==> src/rtl/traffic_pkg.sv <==
// Shared constants and types for the signal conflict monitor.
package traffic_pkg;

    // Aspect encodings, one-hot; OFF is only ever driven to the lamps.
    localparam logic [2:0] GRN = 3'b001;
    localparam logic [2:0] YEL = 3'b010;
    localparam logic [2:0] RED = 3'b100;
    localparam logic [2:0] OFF = 3'b000;

    // Fault codes; a lower value takes priority when several fire at once.
    localparam logic [2:0] FC_NONE      = 3'd0;
    localparam logic [2:0] FC_ILLEGAL   = 3'd1;
    localparam logic [2:0] FC_CONFLICT  = 3'd2;
    localparam logic [2:0] FC_GRN_TRUNC = 3'd3;
    localparam logic [2:0] FC_YEL_TRUNC = 3'd4;
    localparam logic [2:0] FC_BAD_TRANS = 3'd5;

    typedef enum logic [1:0] {
        ST_STARTUP = 2'd0,
        ST_MONITOR = 2'd1,
        ST_FAULT   = 2'd2
    } mon_state_t;

    // Only red->green, green->yellow and yellow->red are allowed changes.
    function automatic logic legal_step(input logic [2:0] from, input logic [2:0] to);
        return ((from == RED) && (to == GRN)) ||
               ((from == GRN) && (to == YEL)) ||
               ((from == YEL) && (to == RED));
    endfunction

endpackage

==> src/rtl/flash_timer.sv <==
// Square-wave on/off toggle with FLASH_HALF cycles per half-period.
// A restart forces the "on" half and begins a fresh half-period.
module flash_timer #(
    parameter int FLASH_HALF = 4,
    parameter int CNT_W      = 4
) (
    input  logic clock,
    input  logic reset,
    input  logic i_restart,
    input  logic i_en,
    output logic o_on
);

    localparam logic [CNT_W-1:0] L_LAST = CNT_W'(FLASH_HALF - 1);

    logic [CNT_W-1:0] r_cnt;
    logic             r_on;

    // Count cycles within the half-period and flip phase at its end.
    always_ff @(posedge clock) begin
        if (reset || i_restart) begin
            r_cnt <= '0;
            r_on  <= 1'b1;
        end else if (i_en) begin
            if (r_cnt == L_LAST) begin
                r_cnt <= '0;
                r_on  <= ~r_on;
            end else begin
                r_cnt <= r_cnt + 1'b1;
            end
        end
    end

    assign o_on = r_on;

endmodule

==> src/rtl/signal_conflict_monitor.sv <==
// Safety monitor between the signal controller and the lamp drivers.
// Legal aspects are forwarded one cycle late; any violation latches a
// fault code and puts every approach on flashing yellow until cleared.
module signal_conflict_monitor
    import traffic_pkg::*;
#(
    parameter int MIN_GREEN   = 8,
    parameter int MIN_YELLOW  = 4,
    parameter int STARTUP_CYC = 4,
    parameter int FLASH_HALF  = 4,
    parameter int CNT_W       = 4
) (
    input  logic       clock,
    input  logic       reset,
    input  logic [2:0] North_signal,
    input  logic [2:0] South_signal,
    input  logic [2:0] East_signal,
    input  logic [2:0] West_signal,
    input  logic       fault_clear,
    output logic [2:0] North_lamp,
    output logic [2:0] South_lamp,
    output logic [2:0] East_lamp,
    output logic [2:0] West_lamp,
    output logic       fault,
    output logic [2:0] fault_code
);

    localparam logic [CNT_W-1:0] L_MIN_GRN  = CNT_W'(MIN_GREEN);
    localparam logic [CNT_W-1:0] L_MIN_YEL  = CNT_W'(MIN_YELLOW);
    localparam logic [CNT_W-1:0] L_ST_LAST  = CNT_W'(STARTUP_CYC - 1);
    localparam logic [CNT_W-1:0] L_DWELL_MX = {CNT_W{1'b1}};

    // Index 0..3 = North, South, East, West.
    logic [3:0][2:0]  w_in;
    logic [3:0][2:0]  r_prev;
    logic [3:0][2:0]  r_lamp;
    mon_state_t       r_state;
    logic [CNT_W-1:0] r_timer;
    logic [CNT_W-1:0] r_dwell;
    logic             r_prev_vld;
    logic             r_trunc_en;   // low until the first vector change
    logic [2:0]       r_code;

    logic             w_illegal, w_conflict, w_changed, w_prev_grn, w_prev_yel;
    logic             w_grn_trunc, w_yel_trunc, w_bad_trans;
    logic [2:0]       w_nonred;
    logic [2:0]       w_code;
    logic             w_flash_on;

    assign w_in      = {West_signal, East_signal, South_signal, North_signal};
    assign w_changed = (w_in != r_prev);

    // Evaluate every rule against the current sample; lowest code wins.
    always_comb begin
        w_illegal   = 1'b0;
        w_nonred    = '0;
        w_prev_grn  = 1'b0;
        w_prev_yel  = 1'b0;
        w_bad_trans = 1'b0;
        for (int i = 0; i < 4; i++) begin
            if ((w_in[i] != GRN) && (w_in[i] != YEL) && (w_in[i] != RED))
                w_illegal = 1'b1;
            if (w_in[i] != RED)
                w_nonred = w_nonred + 3'd1;
            if (r_prev[i] == GRN) w_prev_grn = 1'b1;
            if (r_prev[i] == YEL) w_prev_yel = 1'b1;
            if ((w_in[i] != r_prev[i]) && !legal_step(r_prev[i], w_in[i]))
                w_bad_trans = r_prev_vld;
        end
        w_conflict  = (w_nonred > 3'd1);
        w_grn_trunc = r_prev_vld && r_trunc_en && w_changed && w_prev_grn && (r_dwell < L_MIN_GRN);
        w_yel_trunc = r_prev_vld && r_trunc_en && w_changed && w_prev_yel && (r_dwell < L_MIN_YEL);

        w_code = FC_NONE;
        if (w_illegal)        w_code = FC_ILLEGAL;
        else if (w_conflict)  w_code = FC_CONFLICT;
        else if (w_grn_trunc) w_code = FC_GRN_TRUNC;
        else if (w_yel_trunc) w_code = FC_YEL_TRUNC;
        else if (w_bad_trans) w_code = FC_BAD_TRANS;
    end

    // Monitor state machine, dwell tracking and forwarded lamp register.
    // STARTUP spans STARTUP_CYC edges; the next edge is the first sample.
    always_ff @(posedge clock) begin
        if (reset) begin
            r_state    <= ST_STARTUP;
            r_timer    <= '0;
            r_dwell    <= '0;
            r_prev     <= '0;
            r_prev_vld <= 1'b0;
            r_trunc_en <= 1'b0;
            r_lamp     <= {4{RED}};
            r_code     <= FC_NONE;
        end else begin
            case (r_state)
                ST_STARTUP: begin
                    if (r_timer == L_ST_LAST) begin
                        r_state <= ST_MONITOR;
                        r_timer <= '0;
                    end else begin
                        r_timer <= r_timer + 1'b1;
                    end
                end
                ST_MONITOR: begin
                    if (w_code != FC_NONE) begin
                        r_state <= ST_FAULT;
                        r_code  <= w_code;
                    end else begin
                        r_lamp     <= w_in;
                        r_prev     <= w_in;
                        r_prev_vld <= 1'b1;
                        if (!r_prev_vld) begin
                            r_dwell    <= CNT_W'(1);
                            r_trunc_en <= 1'b0;
                        end else if (w_changed) begin
                            r_dwell    <= CNT_W'(1);
                            r_trunc_en <= 1'b1;
                        end else if (r_dwell != L_DWELL_MX) begin
                            r_dwell <= r_dwell + 1'b1;
                        end
                    end
                end
                ST_FAULT: begin
                    if (fault_clear) begin
                        r_state    <= ST_STARTUP;
                        r_timer    <= '0;
                        r_dwell    <= '0;
                        r_prev_vld <= 1'b0;
                        r_trunc_en <= 1'b0;
                        r_lamp     <= {4{RED}};
                        r_code     <= FC_NONE;
                    end
                end
                default: r_state <= ST_STARTUP;
            endcase
        end
    end

    flash_timer #(
        .FLASH_HALF (FLASH_HALF),
        .CNT_W      (CNT_W)
    ) u_flash (
        .clock     (clock),
        .reset     (reset),
        .i_restart ((r_state == ST_MONITOR) && (w_code != FC_NONE)),
        .i_en      (r_state == ST_FAULT),
        .o_on      (w_flash_on)
    );

    assign fault      = (r_state == ST_FAULT);
    assign fault_code = r_code;
    assign North_lamp = fault ? (w_flash_on ? YEL : OFF) : r_lamp[0];
    assign South_lamp = fault ? (w_flash_on ? YEL : OFF) : r_lamp[1];
    assign East_lamp  = fault ? (w_flash_on ? YEL : OFF) : r_lamp[2];
    assign West_lamp  = fault ? (w_flash_on ? YEL : OFF) : r_lamp[3];

endmodule
==> config.mk <==
export PLATFORM = sky130hd
export DESIGN_NAME = signal_conflict_monitor
export DESIGN_NICKNAME = d
export VERILOG_FILES = /design/src/rtl/traffic_pkg.sv /design/src/rtl/flash_timer.sv /design/src/rtl/signal_conflict_monitor.sv
export SDC_FILE = /design/constraint.sdc
export NUM_CORES = 1
export LEC_CHECK = 0
export ABC_AREA = 1
export CAP_MARGIN = 20
export CORE_AREA = 2 2 73 75
export CTS_CLUSTER_DIAMETER = 60
export DETAILED_ROUTE_END_ITERATION = 16
export DIE_AREA = 0 0 75 77
export PLACE_DENSITY = 0.83
export SETUP_SLACK_MARGIN = 0.15
export SYNTH_ARGS = -nofsm -noshare
export SYNTH_HDL_FRONTEND = slang
export SYNTH_SLANG_ARGS = --single-unit
==> constraint.sdc <==
create_clock -name clock -period 3.6 [get_ports clock]
set_clock_uncertainty 0.05 [all_clocks]
set_input_delay 0.54 -clock clock [delete_from_list [all_inputs] [get_ports clock]]
set_output_delay 0.54 -clock clock [all_outputs]
set_load 0.02 [all_outputs]
==> results.ini, run 1 <==
[sta]
period_needed_ns = 3.189
fin_hold_ws_ns = 0.4356
rsz0062_at_grt = true
fmax_ghz = 0.3136
slew_violations = 0
setup_viol = 0
worst_pin_slew_ns = 0.9292
slew_headroom_pct = 37.83
hold_violations = 0
post-route-period-util_pct = 88.58

[global_route]
grt_antenna_before_repair = 0
grt_util_all_layers_pct = 25.15
grt_max_degree = 27
gr-total-overflow = 0
grt_pass1_vias = 2590
grt_pass1_wl_mm = 11.34

[clocking]
clockBufferDepth = 2
htree_levels = 2
clk_latency_ns = 0.32
path_clk_slew_ns = 0.08
cts.sink_count = 44
tritoncts = built
cts-root-buf = clkbuf_8
numCtsBuffers = 5

[layout]
fin_area_um2 = 3299
num_antenna_cells = 0
area_delta_synth_final_pct = 21.07
fin_util_pct = 66.29
drive_gt1_share_pct = 10.00
fin_nets = 480

[drt]
first_pass_iters = 4
drc = 0
routed_wirelength_mm = 6.776
drtIter0Drc = 229
wl_per_cell_um = 12.78
final_antenna_net_count = 0
vias = 2790
post_drt_via_cell_ratio = 5.264

[yosys]
synth_cells = 420
ys_types = 30
synth_flop_cell = dfxtp_1
yosysWarnings = 0
synthArstFlopShare_pct = 0
yosysMostFrequentCell = nand2_1
seq_area_frac_synth_pct = 32.32
synth-edff-count = 0
ys_ff_latch = 44
synthTopCellsByArea = dfxtp_1 (32%), nand2_1 (13%), nand3_1 (7.7%)
synth_area_um2 = 2725
synth_area_leader_cell = dfxtp_1
syn-num-nets = 441
avgSynthCellArea_um2 = 6.488
synth_top_area_share_pct = 32.32
synth_common_cells = nand2_1 (95), nor2_1 (56), inv_1 (47)

[floorplanning]
coreArea_um2 = 4977
start_util_pct = 54.75
ios = 31
die_area_um2 = 5775
num_rows = 26
fp.dieW_um = 75
die_h_um = 77

[critical_path]
critPathMaxStageDelay_ns = 0.47
critPathRequiredTime_ns = 3.76
crit_arrival_ns = 3.35
start_kind = input pin
r2r_setup_slack_ns = 1.10
worst_setup_path_end_kind = register
crit_family = buffers and inverters
critPathKind = input pin to register
cpMaxStageDelayCell = clkdlybuf4s50_1
path_cells = clkdlybuf4s50_1, inv_1, nor3_2, inv_1, ha_1, xnor2_1, inv_1, ha_1, nand2_1, xnor2_1, nand3_1, inv_2, nand2_2, nor2_8, nand4_4, buf_4, a21oi_1, nor2_1
worstPathMaxFanout = 9
path_buf_inv = 6
crit_top_cell = inv_1

[pwr]
p_leak_nw = 1.401
max-vdd-ir-drop_uv = 289.2
p_per_area_nw_per_um2 = 332.1

[job]
cap_violations = 0

[min_path]
hold_path_class = register to register

[placement]
place_area_um2 = 3131
globalplace.congestion = 0.9189
detailed_place_hpwl_mm = 4.923
portBuffers = 30

[outcome]
outcome = finished clean

-- worst min-delay path: cells and delay by family (launching register included) --
| family | cells | cell delay [ns] |
|---|---|---|
| compound gates | 1 | 0.05 |
| flops | 1 | 0.33 |
| simple gates | 1 | 0.07 |
-- worst paths after layout --
path	start	cells past startpoint	end
setup reg to reg	r_state[1]$_SDFFE_PP0P_	9	r_dwell[2]$_SDFFE_PP0P_
setup / recovery	North_signal[2]	18	fault_code[0]$_SDFFE_PP0P_
hold / removal	u_flash.r_cnt[1]$_SDFFE_PP0P_	2	u_flash.r_cnt[1]$_SDFFE_PP0P_
hold reg to reg	u_flash.r_cnt[1]$_SDFFE_PP0P_	2	u_flash.r_cnt[1]$_SDFFE_PP0P_
-- sequential cells by signal, indices dropped and copies added (netlist names) --
register and count:
u_flash.r_cnt 4, r_timer 4, r_lamp 12, r_state 2, r_trunc_en 1, r_prev 12
r_dwell 4, fault_code 3, r_prev_vld 1, u_flash.o_on 1
-- report_power, final --
part,leakage [nW],switching [mW],internal [mW]
clock,0.0541,0.182,0.205
sequential,0.355,0.0132,0.501
combinational,0.991,0.112,0.0813
total,1.40,0.308,0.788
-- cells in the final DEF (no fill, tap or decap), types with 2 or more instances in the layout --
master and count:
nor3_1 15, xnor2_1 15, a21oi_1 29, o21ai_1 8, nand2_2 3, o32ai_1 2, dfxtp_1 44, ha_1 6
inv_2 8, nand3_1 42, nand4_1 11, nand2_1 94, clkdlybuf4s50_1 30, buf_4 14, clkbuf_8 5, nor2_1 56
xor2_1 2, o21ai_0 11, nand3b_1 2, inv_1 47, or2_2 3
-- stage by stage --
stage / power (mW) / setup TNS, ns / worst slack, ns / cells
after floorplan: 0.6444 / 0 / 0.7951 / 420
after CTS: 1.096 / 0 / 0.3122 / 525
final: 1.096 / 0 / 0.4112 / 530
after global placement: 0.7116 / 0 / 0.1370 / 517
after detailed placement: 0.7172 / -0.01266 / -0.01266 / 517
after global routing: 1.146 / 0 / 0.1038 / 530
-- cells by family (layout without fill, tap and decap cells) --
kind of cell,after synthesis,in the layout,synth area share [%]
buffers and inverters,69,109,10.42
xor gates and xnor gates,18,18,6.061
and+or+nand+nor,233,233,38.98
AOI/OAI and AO/OA,50,50,9.458
adders and majority gates,6,6,2.755
DFF,44,44,32.32
-- area by class of cell --
type                            instances  area, µm²
Clock buffer                            5      68.82
Clock inverter                          3      42.54
Fill cell                             444       1678
Inverter                               55      206.4
Multi-Input combinational cell        307       1563
Sequential cell                        44      880.8
Tap cell                               70      87.58
Timing Repair Buffer                   46      450.4
-- metal layers --
layer / global-route usage [%] / part of all wire, %
met5: 0 / 0
met1: 31.75 / 45
met4: 10.18 / 1.8
met3: 3.679 / 4.3
met2: 41.93 / 49
-- what timing repair did --
item / 4_1_cts / 5_1_grt
endpoints found under the setup margin: 0 / 22
resized for setup: 0 / 1
hold buffers: 0 / 0
hold endpoints to repair: 0 / 0
setup buffers: 0 / 4
No activity file was read; power rests on OpenSTA's default activity.
==> run 2: changes to the inputs <==
--- a/config.mk
+++ b/config.mk
@@ -11,8 +11,9 @@
 export CTS_CLUSTER_DIAMETER = 60
 export DETAILED_ROUTE_END_ITERATION = 16
 export DIE_AREA = 0 0 75 77
-export PLACE_DENSITY = 0.83
+export PLACE_DENSITY = 0.75
 export SETUP_SLACK_MARGIN = 0.15
+export SKIP_LAST_GASP = 1
 export SYNTH_ARGS = -nofsm -noshare
 export SYNTH_HDL_FRONTEND = slang
 export SYNTH_SLANG_ARGS = --single-unit
==> run 2 against run 1 <==
Against the previous run:
- register-to-register slack got worse by 0.20 ns
- maximum frequency fell by 0.12%
- combinational power barely moved
- power rose by 0.31%
- setup slack lost 0.0038 ns
- global-route usage fell by 0.63 points
- critical endpoint is now r_prev[8]$_SDFFE_PP0P_
- clock power up 1%
- first-iteration DRC count decreased by 31%
- largest power group unchanged
- critical path type unchanged
- critical path depth unchanged
==> results.ini, run 2 (synthesis gave the netlist of run 1 again) <==
[layout]
area_delta_synth_final_pct = 20.98  ; was 21.07%
multi_input_area_um2 = 1563  ; unchanged
fin_area_um2 = 3297  ; was 3299 µm²
fin_nets = 479  ; was 480
drive_gt1_share_pct = 9.804  ; was 10.00%
reg_top3 = r_lamp x12, r_prev x12  ; unchanged
num_antenna_cells = 0  ; unchanged
final_cell_mix = nand2_1 (94), nor2_1 (56), inv_1 (47)  ; unchanged
fin_cells = 529  ; was 530
layout_commonest_cell = nand2_1  ; unchanged
fillers = 467  ; was 444
seqCellArea_um2 = 880.8  ; unchanged

[drt]
drc = 0  ; unchanged
first_pass_iters = 5  ; was 4
wl_met2_mm = 3.200  ; was 3.313 mm
wl_met3_um = 318  ; was 293 µm
vias = 2747  ; was 2790
m1WireLength_mm = 3.076  ; was 3.044 mm
post_drt_via_cell_ratio = 5.193  ; was 5.264
wl_per_cell_um = 12.56  ; was 12.78 µm
final_antenna_net_count = 0  ; unchanged
routed_wirelength_mm = 6.645  ; was 6.776 mm
drtIter0Drc = 159  ; was 229
highest_layer = met4  ; unchanged

[floorplanning]
num_rows = 26  ; unchanged
ios = 31  ; unchanged
die_h_um = 77  ; unchanged
coreArea_um2 = 4977  ; unchanged
die_area_um2 = 5775  ; unchanged
fp.dieW_um = 75  ; unchanged
start_util_pct = 54.75  ; unchanged

[sta]
worst_pin_slew_ns = 0.9045  ; was 0.9292 ns
slew_headroom_pct = 39.48  ; was 37.83%
setup_viol = 0  ; unchanged
fmax_ghz = 0.3132  ; was 0.3136 GHz
period_needed_ns = 3.193  ; was 3.189 ns
hold_violations = 0  ; unchanged
setup_slack_ns = 0.4074  ; was 0.4112 ns
setup-tns-final_ns = 0  ; unchanged
rsz0062_at_grt = false  ; was true
slew_violations = 0  ; unchanged
post-route-period-util_pct = 88.68  ; was 88.58%

[critical_path]
r2r_setup_slack_ns = 0.90  ; was 1.10 ns
path_cells = clkdlybuf4s50_1, inv_1, nor3_4, inv_1, ha_1, xnor2_1, inv_1, ha_1, nand2_1, xnor2_1, nand3_1, inv_2, nand2_2, nor2_8, nand4_4, buf_4, o21ai_0, nor2_1  ; was clkdlybuf4s50_1, inv_1, nor3_2, inv_1, ha_1, xnor2_1, inv_1, ha_1, nand2_1, xnor2_1, nand3_1, inv_2, nand2_2, nor2_8, nand4_4, buf_4, a21oi_1, nor2_1
crit_top_cell = inv_1  ; unchanged
cpMaxStageDelayCell = clkdlybuf4s50_1  ; unchanged
start_kind = input pin  ; unchanged
ff2ff_path_depth = 9  ; unchanged
path_buf_inv = 6  ; unchanged
worst_setup_path_end_kind = register  ; unchanged
regToRegEndpoint = r_dwell[3]$_SDFFE_PP0P_  ; was r_dwell[2]$_SDFFE_PP0P_
crit_family = buffers and inverters  ; unchanged
crit_arrival_ns = 3.34  ; was 3.35 ns
critPathRequiredTime_ns = 3.75  ; was 3.76 ns
critPathMaxStageDelay_ns = 0.49  ; was 0.47 ns
worstPathMaxFanout = 8  ; was 9
critPathKind = input pin to register  ; unchanged
rr_startpoint = r_state[1]$_SDFFE_PP0P_  ; unchanged

[min_path]
hold_path_class = register to register  ; unchanged
worstHoldPathCells = 2  ; unchanged
hp-start = r_lamp[1]$_SDFFE_PP0P_  ; was u_flash.r_cnt[1]$_SDFFE_PP0P_
hold_end = r_lamp[1]$_SDFFE_PP0P_  ; was u_flash.r_cnt[1]$_SDFFE_PP0P_

[placement]
place_area_um2 = 3138  ; was 3131 µm²
detailed_place_hpwl_mm = 4.821  ; was 4.923 mm
numPlacedInstances = 518  ; was 517
globalplace.congestion = 0.8871  ; was 0.9189
dp_worst_setup_slack_ns = -0.008440  ; was -0.01266 ns
portBuffers = 30  ; unchanged

[clocking]
path_clk_slew_ns = 0.09  ; was 0.08 ns
cts.sink_count = 44  ; unchanged
clockBufferDepth = 2  ; unchanged
cts-root-buf = clkbuf_8  ; unchanged
htree_levels = 2  ; unchanged
numCtsBuffers = 5  ; unchanged
clk_latency_ns = 0.30  ; was 0.32 ns
tritoncts = built  ; unchanged

[global_route]
grt_max_degree = 25  ; was 27
grt_util_all_layers_pct = 24.51  ; was 25.15%
grt_pass1_vias = 2417  ; was 2590
grt_pass1_wl_mm = 11.16  ; was 11.34 mm
grt_antenna_before_repair = 0  ; unchanged
gr-total-overflow = 0  ; unchanged

[pwr]
p_per_area_nw_per_um2 = 333.3  ; was 332.1 nW/µm²
p_sw_mw = 0.3072  ; was 0.3077 mW
pwr-share-clk_pct = 35.7  ; was 35.4%
max-vdd-ir-drop_uv = 225.8  ; was 289.2 µV
p_comb_share_pct = 17.6  ; about the same
p_leak_nw = 1.401  ; about the same
sw_frac_of_total_pct = 27.95  ; was 28.08%
power.internal_mw = 0.7918  ; was 0.7879 mW
pwr-share-seq_pct = 46.8  ; was 47.0%

[job]
cap_violations = 0  ; unchanged

[outcome]
outcome = finished clean  ; unchanged

[run 2: cell types whose count changed in the layout (fill, tap and decap cells not counted), sizes merged]
cell | previous run | this run
buf | 15 | 14
clkinv | 1 | 2
clkinvlp | 1 | 0
[run 2: layer usage]
metal,vias to the layer above,global-route usage (%)
met5,-,0
met4,0,7.143
met3,4,4.074
met2,69,39.30
met1,1244,33.36
li1,1430,-
[run 2: layout make-up]
class	count	share of cell area (%)
Clock inverter	3	1.442
Inverter	55	6.262
Clock buffer	5	2.087
Tap cell	70	2.657
Sequential cell	44	26.72
Multi-Input combinational cell	307	47.40
Timing Repair Buffer	45	13.43
[run 2: power by group through the flow]
stage / logic [mW] / registers (mW) / clock network (mW)
final: 0.193 / 0.514 / 0.392
after global routing: 0.216 / 0.517 / 0.419
after CTS: 0.192 / 0.514 / 0.398
after detailed placement: 0.191 / 0.525 / 0
after global placement: 0.188 / 0.525 / 0
after floorplan: 0.118 / 0.526 / 0
[run 2: metrics by stage]
stage | util (%) | total power, mW | hold WS [ns]
finish | 66.24 | 1.099 | 0.4342
global route | 66.24 | 1.152 | 0.4511
CTS | 65.38 | 1.104 | 0.4356
detailed placement | 63.05 | 0.7161 | 0.4192
global placement | 63.05 | 0.7127 | 0.4127
floorplan | - | 0.6444 | 0.3975
[run 2: repair_timing]
item	CTS	global route
setup endpoints to repair	0	9
hold buffers	0	0
setup buffers	0	2
gates resized for setup	0	1
[run 2: worst max path at each step]
stage / from / to / slack [ns] / depth (start not counted)
4_1_cts: South_signal[2] / u_flash.r_cnt[0]$_SDFFE_PP0P_ / 0.30 / 18
5_1_grt: North_signal[2] / r_prev[8]$_SDFFE_PP0P_ / 0.15 / 18
3_3_place_gp: North_signal[2] / u_flash.r_cnt[0]$_SDFFE_PP0P_ / 0.1 / 18
6_report: South_signal[2] / r_prev[8]$_SDFFE_PP0P_ / 0.41 / 18
2_1_floorplan: North_signal[0] / r_lamp[8]$_SDFFE_PP1P_ / 0.80 / 17
3_5_place_dp: South_signal[2] / u_flash.r_cnt[0]$_SDFFE_PP0P_ / -0.008 / 18
[run 2: tightest hold or removal path, cell delays in order, from the launching register on]
cell and delay [ns]:
dfxtp_1 0.32, nand3_1 0.07, a21oi_1 0.05
==> run 3: changes to the inputs <==
--- a/config.mk
+++ b/config.mk
@@ -7,13 +7,14 @@
 export LEC_CHECK = 0
 export ABC_AREA = 1
 export CAP_MARGIN = 20
-export CORE_AREA = 2 2 73 75
+export CORE_AREA = 2 2 74 76
 export CTS_CLUSTER_DIAMETER = 60
 export DETAILED_ROUTE_END_ITERATION = 16
-export DIE_AREA = 0 0 75 77
-export PLACE_DENSITY = 0.75
+export DIE_AREA = 0 0 76 78
+export PLACE_DENSITY = 0.74
 export SETUP_SLACK_MARGIN = 0.15
 export SKIP_LAST_GASP = 1
 export SYNTH_ARGS = -nofsm -noshare
 export SYNTH_HDL_FRONTEND = slang
+export SYNTH_HIERARCHICAL = 1
 export SYNTH_SLANG_ARGS = --single-unit
==> run 3 against run 2 <==
Against the previous run:
- sequential power is essentially flat
- worst hold slack gained 0.0011 ns
- power shrank 2.4%
- via count grew 0.15%
- critical path type unchanged
- largest power group unchanged
==> results.ini, run 3 <==
[outcome]
outcome = finished clean  ; unchanged

[yosys]
synth_cells = 422  ; was 420
ys_types = 36  ; was 30
synthTopCellsByArea = dfxtp_1 (32%), nand2_1 (13%), nor2_1 (8.9%)  ; was dfxtp_1 (32%), nand2_1 (13%), nand3_1 (7.7%)
synthArstFlopShare_pct = 0  ; unchanged
avgSynthCellArea_um2 = 6.517  ; was 6.488 µm²
synth_common_cells = nand2_1 (94), nor2_1 (65), inv_1 (48)  ; was nand2_1 (95), nor2_1 (56), inv_1 (47)
yosysMostFrequentCell = nand2_1  ; unchanged
synth_flop_cell = dfxtp_1  ; unchanged
synth_area_um2 = 2750  ; was 2725 µm²
ys_ff_latch = 44  ; unchanged
synth_area_leader_cell = dfxtp_1  ; unchanged
yosysWarnings = 6  ; was 0
seq_area_frac_synth_pct = 32.03  ; was 32.32%
synth-edff-count = 0  ; unchanged
syn-num-nets = 443  ; was 441
synth_top_area_share_pct = 32.03  ; was 32.32%

[critical_path]
critPathRequiredTime_ns = 3.72  ; was 3.75 ns
regToRegEndpoint = r_dwell[1]$_SDFFE_PP0P_  ; was r_dwell[3]$_SDFFE_PP0P_
rr_startpoint = r_state[1]$_SDFFE_PP0P_  ; unchanged
critPathMaxStageDelay_ns = 0.46  ; was 0.49 ns
ff2ff_path_depth = 10  ; was 9
worstPathMaxFanout = 26  ; was 8
crit_arrival_ns = 3.27  ; was 3.34 ns
worst_setup_path_end_kind = register  ; unchanged
crit_path_start = South_signal[0]  ; was South_signal[2]
crit_end = r_lamp[2]$_SDFFE_PP1P_  ; was r_prev[8]$_SDFFE_PP0P_
cpMaxStageDelayCell = clkdlybuf4s50_1  ; unchanged
start_kind = input pin  ; unchanged
critPathKind = input pin to register  ; unchanged
r2r_setup_slack_ns = 1.30  ; was 0.90 ns
path_cells = clkdlybuf4s50_1, nor3_4, inv_1, ha_1, xor2_1, inv_1, ha_1, nand2_1, nand2_1, nor2_2, nand2_2, nor2_4, nand4_4, buf_12, nand3_1, nand3_1  ; was clkdlybuf4s50_1, inv_1, nor3_4, inv_1, ha_1, xnor2_1, inv_1, ha_1, nand2_1, xnor2_1, nand3_1, inv_2, nand2_2, nor2_8, nand4_4, buf_4, o21ai_0, nor2_1

[sta]
fmax_ghz = 0.3171  ; was 0.3132 GHz
rsz0062_at_grt = false  ; unchanged
hold_violations = 0  ; unchanged
setup_viol = 0  ; unchanged
slew_violations = 0  ; unchanged
post-route-period-util_pct = 87.59  ; was 88.68%
fin_hold_ws_ns = 0.4353  ; was 0.4342 ns
setup-tns-final_ns = 0  ; unchanged
setup_slack_ns = 0.4469  ; was 0.4074 ns
worst_pin_slew_ns = 0.5927  ; was 0.9045 ns
slew_headroom_pct = 60.25  ; was 39.48%
period_needed_ns = 3.153  ; was 3.193 ns

[job]
cap_violations = 0  ; unchanged

[floorplanning]
ios = 31  ; unchanged
die_h_um = 78  ; was 77 µm
fp.dieW_um = 76  ; was 75 µm
num_rows = 26  ; unchanged
start_util_pct = 54.54  ; was 54.75%
die_area_um2 = 5928  ; was 5775 µm²
coreArea_um2 = 5042  ; was 4977 µm²

[layout]
fin_cells = 531  ; was 529
layout_commonest_cell = nand2_1  ; unchanged
num_antenna_cells = 0  ; unchanged
fin_nets = 483  ; was 479
final_cell_mix = nand2_1 (94), nor2_1 (65), inv_1 (48)  ; was nand2_1 (94), nor2_1 (56), inv_1 (47)
area_delta_synth_final_pct = 20.06  ; was 20.98%
reg_top3 = r_lamp x12, r_prev x12  ; unchanged
drive_gt1_share_pct = 9.544  ; was 9.804%

[drt]
drtIter0Drc = 153  ; was 159
wl_per_cell_um = 12.48  ; was 12.56 µm
drc = 0  ; unchanged
vias = 2751  ; was 2747
post_drt_via_cell_ratio = 5.181  ; was 5.193
routed_wirelength_mm = 6.629  ; was 6.645 mm
final_antenna_net_count = 0  ; unchanged
first_pass_iters = 4  ; was 5

[global_route]
grt_pass1_wl_mm = 11.39  ; was 11.16 mm
grt_antenna_before_repair = 0  ; unchanged
grt_pass1_vias = 2515  ; was 2417
grt_max_degree = 27  ; was 25
grt_util_all_layers_pct = 23.77  ; was 24.51%
gr-total-overflow = 0  ; unchanged

[pwr]
p_leak_nw = 1.438  ; was 1.401 nW
finalPower_mw = 1.073  ; was 1.099 mW
max-vdd-ir-drop_uv = 240.0  ; was 225.8 µV
p_per_area_nw_per_um2 = 324.9  ; was 333.3 nW/µm²

[clocking]
htree_levels = 2  ; unchanged
path_clk_slew_ns = 0.08  ; was 0.09 ns
cts.sink_count = 44  ; unchanged
cts-root-buf = clkbuf_8  ; unchanged
clockBufferDepth = 2  ; unchanged
post_cts_buffers = 0  ; unchanged
tritoncts = built  ; unchanged
numCtsBuffers = 5  ; unchanged
cts-hold-fix-buffers = 0  ; unchanged
clk_latency_ns = 0.29  ; was 0.30 ns

[placement]
portBuffers = 30  ; unchanged
detailed_place_hpwl_mm = 4.993  ; was 4.821 mm
numPlacedInstances = 525  ; was 518
globalplace.congestion = 0.9448  ; was 0.8871
dp_worst_setup_slack_ns = 0.08961  ; was -0.008440 ns

[min_path]
hold_path_class = register to register  ; unchanged
hp-start = r_timer[1]$_SDFFE_PP0P_  ; was r_lamp[1]$_SDFFE_PP0P_

## run 3: per-stage QoR
step | area [µm²] | utilization, %
after CTS | 3296 | 65.36
after floorplan | 2750 | -
after global placement | 3197 | 63.40
final | 3302 | 65.48
after global routing | 3302 | 65.48
after detailed placement | 3197 | 63.40
## run 3: critical path: cells and delay by family
kind | cells | cell delay, ns
xor+xnor | 1 | 0.16
fa+ha+maj | 2 | 0.57
buf+inv | 4 | 0.82
simple gates | 9 | 1.17
## run 3: final cells by class
cell class	count	area [µm²]
clock buffer	5	68.82
clock inverter	1	30.03
fill	442	1740
inverter	53	198.9
multi-input combinational	315	1625
sequential	44	880.8
tap	70	87.58
timing repair buffer	43	410.4
## run 3: layer usage
metal / GRT usage [%] / share of wire (%) / vias to the layer above
li1: - / - / 1439
met1: 30.77 / 46 / 1243
met2: 41.25 / 48 / 64
met3: 4.302 / 5.8 / 5
met4: 5.818 / 0.83 / 0
met5: 0 / 0 / -
## run 3: what timing repair did
action                                 4_1_cts  5_1_grt
setup endpoints to repair                    0        6
endpoints found under the hold margin        0        0
gates resized for setup                      0        1
## run 3: kinds of logic after synthesis
family | share of synthesized area, %
AND/OR/NAND/NOR | 42.27
buffers and inverters | 9.099
flip-flops | 32.03
AO/OA/AOI/OAI | 8.462
XOR/XNOR | 5.414
adder cells (fa/ha/maj) | 2.730
## run 3: power breakdown
group	switching, mW	internal (mW)	total (mW)
clock	0.164	0.199	0.363
sequential	0.0136	0.503	0.516
combinational	0.111	0.0827	0.193
## run 3: worst min-delay path by stage
stage                               to  slack (ns)  depth (start not counted)
3_3_place_gp    r_lamp[0]$_SDFFE_PP0P_        0.42                          2
3_5_place_dp    r_lamp[1]$_SDFFE_PP0P_        0.42                          2
6_report       r_timer[1]$_SDFFE_PP0P_        0.44                          2
5_1_grt        r_timer[1]$_SDFFE_PP0P_        0.45                          2
4_1_cts         r_lamp[1]$_SDFFE_PP0P_        0.44                          2
2_1_floorplan  r_timer[0]$_SDFFE_PP0P_        0.40                          1
